**src/rtl/pipe_stage_reg.sv**
```systemverilog
// Elastic pipeline register: DEPTH slots carrying {data, ctrl} under valid/ready,
// with bubble collapsing, back-pressure and synchronous flush.
module pipe_stage_reg #(
    parameter int DATA_W = 64,
    parameter int CTRL_W = 2,
    parameter int DEPTH  = 1
) (
    input  logic                       clk,
    input  logic                       rst,
    input  logic                       flush,
    input  logic                       in_valid,
    output logic                       in_ready,
    input  logic [DATA_W-1:0]          in_data,
    input  logic [CTRL_W-1:0]          in_ctrl,
    output logic                       out_valid,
    input  logic                       out_ready,
    output logic [DATA_W-1:0]          out_data,
    output logic [CTRL_W-1:0]          out_ctrl,
    output logic [$clog2(DEPTH+1)-1:0] occupancy
);

    localparam int OCC_W = $clog2(DEPTH + 1);

    // Handshake: a transfer happens on a rising edge where valid & ready are both high.
    // Ready is combinational from out_ready and slot state; flush forces both sides idle.

    logic [DEPTH-1:0]  v_q, v_d;
    logic [DATA_W-1:0] data_q [DEPTH];
    logic [DATA_W-1:0] data_d [DEPTH];
    logic [CTRL_W-1:0] ctrl_q [DEPTH];
    logic [CTRL_W-1:0] ctrl_d [DEPTH];
    logic [DEPTH-1:0]  move;
    logic [DEPTH-1:0]  acc;
    logic [OCC_W-1:0]  occ_q, occ_d;

    // Acceptance ripples from the output side so empty middle slots fill during a stall.
    always_comb begin
        move = '0;
        acc  = '0;
        move[DEPTH-1] = v_q[DEPTH-1] & out_ready;
        acc[DEPTH-1]  = ~v_q[DEPTH-1] | move[DEPTH-1];
        for (int i = DEPTH - 2; i >= 0; i--) begin
            move[i] = v_q[i] & acc[i+1];
            acc[i]  = ~v_q[i] | move[i];
        end
    end

    assign in_ready = acc[0] & ~flush;

    always_comb begin
        v_d    = v_q;
        data_d = data_q;
        ctrl_d = ctrl_q;
        if (flush) begin
            v_d = '0;
            for (int i = 0; i < DEPTH; i++) begin
                ctrl_d[i] = '0;
            end
        end else begin
            for (int i = DEPTH - 1; i >= 1; i--) begin
                if (acc[i] & v_q[i-1]) begin
                    v_d[i]    = 1'b1;
                    data_d[i] = data_q[i-1];
                    ctrl_d[i] = ctrl_q[i-1];
                end else if (move[i]) begin
                    v_d[i]    = 1'b0;
                    ctrl_d[i] = '0;
                end
            end
            if (in_valid & in_ready) begin
                v_d[0]    = 1'b1;
                data_d[0] = in_data;
                ctrl_d[0] = in_ctrl;
            end else if (move[0]) begin
                v_d[0]    = 1'b0;
                ctrl_d[0] = '0;
            end
        end
    end

    // Occupancy is registered from the next slot state so it always matches v_q.
    always_comb begin
        occ_d = '0;
        for (int i = 0; i < DEPTH; i++) begin
            if (v_d[i]) begin
                occ_d = occ_d + OCC_W'(1);
            end
        end
    end

    always_ff @(posedge clk or posedge rst) begin
        if (rst) begin
            v_q   <= '0;
            occ_q <= '0;
            for (int i = 0; i < DEPTH; i++) begin
                data_q[i] <= '0;
                ctrl_q[i] <= '0;
            end
        end else begin
            v_q   <= v_d;
            occ_q <= occ_d;
            for (int i = 0; i < DEPTH; i++) begin
                data_q[i] <= data_d[i];
                ctrl_q[i] <= ctrl_d[i];
            end
        end
    end

    assign out_valid = v_q[DEPTH-1] & ~flush;
    assign out_data  = data_q[DEPTH-1];
    assign out_ctrl  = out_valid ? ctrl_q[DEPTH-1] : '0;
    assign occupancy = occ_q;

endmodule

```
**config.mk**
```make
export PLATFORM = sky130hd
export DESIGN_NAME = pipe_stage_reg
export DESIGN_NICKNAME = d
export VERILOG_FILES = /design/src/rtl/pipe_stage_reg.sv
export SDC_FILE = /design/constraint.sdc
export NUM_CORES = 1
export LEC_CHECK = 0
export CAP_MARGIN = 10
export CORE_ASPECT_RATIO = 1.4
export CORE_MARGIN = 4
export CORE_UTILIZATION = 40
export DETAILED_ROUTE_END_ITERATION = 7
export PLACE_DENSITY = 0.79
export SYNTH_ARGS = -nofsm -noshare
export SYNTH_HDL_FRONTEND = slang
export SYNTH_SLANG_ARGS = --single-unit
export TNS_END_PERCENT = 20
```
**constraint.sdc**
```tcl
create_clock -name clk -period 2.6 [get_ports clk]
set_clock_uncertainty 0.05 [all_clocks]
set_input_delay 0.52 -clock clk [delete_from_list [all_inputs] [get_ports clk]]
set_output_delay 0.52 -clock clk [all_outputs]
set_load 0.01 [all_outputs]
```
==> results.md <==
- Initial DRT Pass Iterations: 4
- Switching share of power: 25.93%
- Final Slew Violations: 0
- Final wirelength: 6544 um
- Slew headroom: 76.28%
- Worst hold path depth: 1
- Met3 GRT Util: 3.500%
- Vias: 1821
- Register-to-Register Path Depth: 5
- CP Class: primary input to primary output
- Dpl ws: 0.2507 ns
- Grt ovf: 0
- Worst Tran Pin Value: 0.3557 ns
- Fin crit share: 90.42%
- Setup crit start: flush
- Clock network power share: 24.6%
- Synth top cells by count: dfrtp_1 (67), mux2_4 (60), buf_12 (6)
- Worst r2r dst: out_data[5]
- Outcome: completed
- Count leader, synth: dfrtp_1
- Number of flops mapped to enable cells by yosys: 0
- Post-synthesis net count: 224
- I/O Buffers: 139
- Largest net degree at the start of global routing: 68
- Core Util, Final: 65.24%
- Initial antenna violation count: 0
- P_int: 2.189 mW
- Maximum VDD drop: 0.3668 mV
- Crit Path Max Fanout: 3
- Cts repair resizes: 0
- Fmax: 425.4 MHz
- Largest cells by area after synthesis: dfrtp_1 (59%), mux2_4 (32%), buf_12 (4.2%)
- Synth area leader: dfrtp_1
- Final hold viol count: 0
- Vias in the first global route: 2044
- Asr flop ratio synth: 100.0%
- Nets: 374
- Final worst slack: 0.2490 ns
- Sinks on Clock Net: 67
- Worst reg2reg path startpoint: occupancy
- CTS tree: yes
- I/O Pins: 140
- NetSw: 0.7664 mW
- Seq pwr share: 44.3%
- Starting Density: 41.18%
- Number of remaining DRC errors: 0
- Busiest grt layer: met2
- #FFs+latches synth: 67
- Clock Root Buffer: clkbuf_8
- Die area: 8577 um^2
- Met1 Track Usage GR: 18.37%
- RSZ-0062 raised after global routing: no
- H-tree levels: 3
- Area of the core: 6937 um^2
- Final setup violation count: 0
- Post-route ant nets: 0
- Gpl congestion: 0.7180
- CTS Buf Count: 9
- Seq/Total Area, Yosys: 58.69%
- Register-to-register setup slack: 0.86 ns
- CP required: 2.03 ns
- Area added between synthesis and finish: 58.43%
- Yosys cell types: 14
- First-pass GRT wire length: 10370 um
- Setup bufs post-CTS: 0
- Mean number of vias per cell: 4.519
- Pwr/cell area: 653.0 nW/um^2
- Die Y: 108.0 um
- Clock Latency Late Sink: 0.32 ns
- Maximum clock insertion buffer count: 2
- GRT met2 Usage: 27.42%
- Combinational power share: 31.0%
- Non-Filler Instances: 403
- Crit path time final: 2.351 ns
- Synthesized cell area: 2856 um^2
- Routed WL per cell: 16.24 um
- Post-Route Setup TNS: 0 ns
- MaxCap Viol Count: 0
- FP Rows: 36
- First DRT Iteration DRCs: 81
- Most used DFF post-synth: dfrtp_1
- Layout cells sized above 1: 29.22%
- # hold bufs at CTS: 0
- Cells after Synth: 153
- Static Leak: 1.974 nW
- Hold path endpoint: out_data[9]
- Placed cell count: 387
- Class of the worst hold path: flip-flop to flip-flop
- Total global-route track usage: 15.79%
- Yosys warning count: 0
- Die width: 79.42 um
- Final HPWL DP: 4865 um
- Synth top area share: 58.69%
- Clock-pin slew on the worst setup and hold paths: 0.07 ns
- Number of antenna diodes: 0
- Critical path endpoint category: primary output
- Synthesized area per cell: 18.67 um^2
- Hold Crit Start: out_data[9]
- CP Launch Type: primary input
- WP data arrival: 1.78 ns
## per-layer routing
metal,vias to the layer above,routed length (um)
met1,900,2572
met2,78,3473
met5,-,0
met4,0,128
li1,833,-
met3,10,370
## cells in the final DEF (no fill, tap or decap)
master           netlist  routed
clkinvlp_4             0       1
mux2_4                60      60
nor2b_1                1       1
inv_2                  0       1
clkinv_4               0       2
nor2_1                 5       5
buf_4                  0       2
clkinv_2               0       4
or2b_1                 1       1
dfrtp_1               67      67
nor2b_4                1       1
a32oi_1                2       2
clkbuf_8               0       9
mux2i_1                1       1
and2_1                 2       2
mux2_2                 4       4
nor3b_4                0       1
buf_12                 6       5
clkdlybuf4s50_1        0     139
## through the flow
step | cell area (um^2) | hold slack, ns | power (mW)
2_1_floorplan | 2856 | 0.4213 | 1.734
3_3_place_gp | 4357 | 0.4406 | 2.239
3_5_place_dp | 4357 | 0.4416 | 2.254
4_1_cts | 4526 | 0.4640 | 3.007
5_1_grt | 4526 | 0.4701 | 3.113
6_report | 4526 | 0.4585 | 2.955
## logic make-up after synthesis
group	Yosys count	synth area share, %
buffers and inverters	8	4.731
DFF	67	58.69
muxes	65	33.46
AOI/OAI and AO/OA	2	0.6133
and+or+nand+nor	11	2.497
## critical path, stage by stage
cell	delay, ns
clkdlybuf4s50_1	0.42
nor2b_1	0.17
and2_1	0.15
clkdlybuf4s50_1	0.53
## power by group through the flow
| stage | clock network [mW] | registers [mW] | logic [mW] |
|---|---|---|---|
| after floorplan | 0 | 1.41 | 0.329 |
| after global placement | 0 | 1.33 | 0.911 |
| after detailed placement | 0 | 1.33 | 0.927 |
| after CTS | 0.762 | 1.31 | 0.932 |
| after global routing | 0.810 | 1.33 | 0.969 |
| final | 0.728 | 1.31 | 0.917 |
## flip-flops by register name (all words and copies together), names as in the netlist
register,flops
out_data,64
ctrl_q,2
occupancy,1
## cell type report
| class | instances | area, um^2 |
|---|---|---|
| Clock buffer | 9 | 123.9 |
| Clock inverter | 7 | 45.04 |
| Fill cell | 522 | 2411 |
| Inverter | 1 | 3.754 |
| Multi-Input combinational cell | 78 | 1051 |
| Sequential cell | 67 | 1677 |
| Tap cell | 95 | 118.9 |
| Timing Repair Buffer | 146 | 1506 |
## worst max path at each step
stage                       end  slack (ns)  cells after the start
floorplan             ctrl_q[0]        0.35                      1
detailed placement  out_ctrl[1]        0.25                      4
global route        out_ctrl[0]        0.19                      4
global placement    out_ctrl[1]        0.27                      4
CTS                 out_ctrl[1]        0.25                      4
finish              out_ctrl[1]        0.25                      4
No activity file was read; power rests on OpenSTA's default activity.
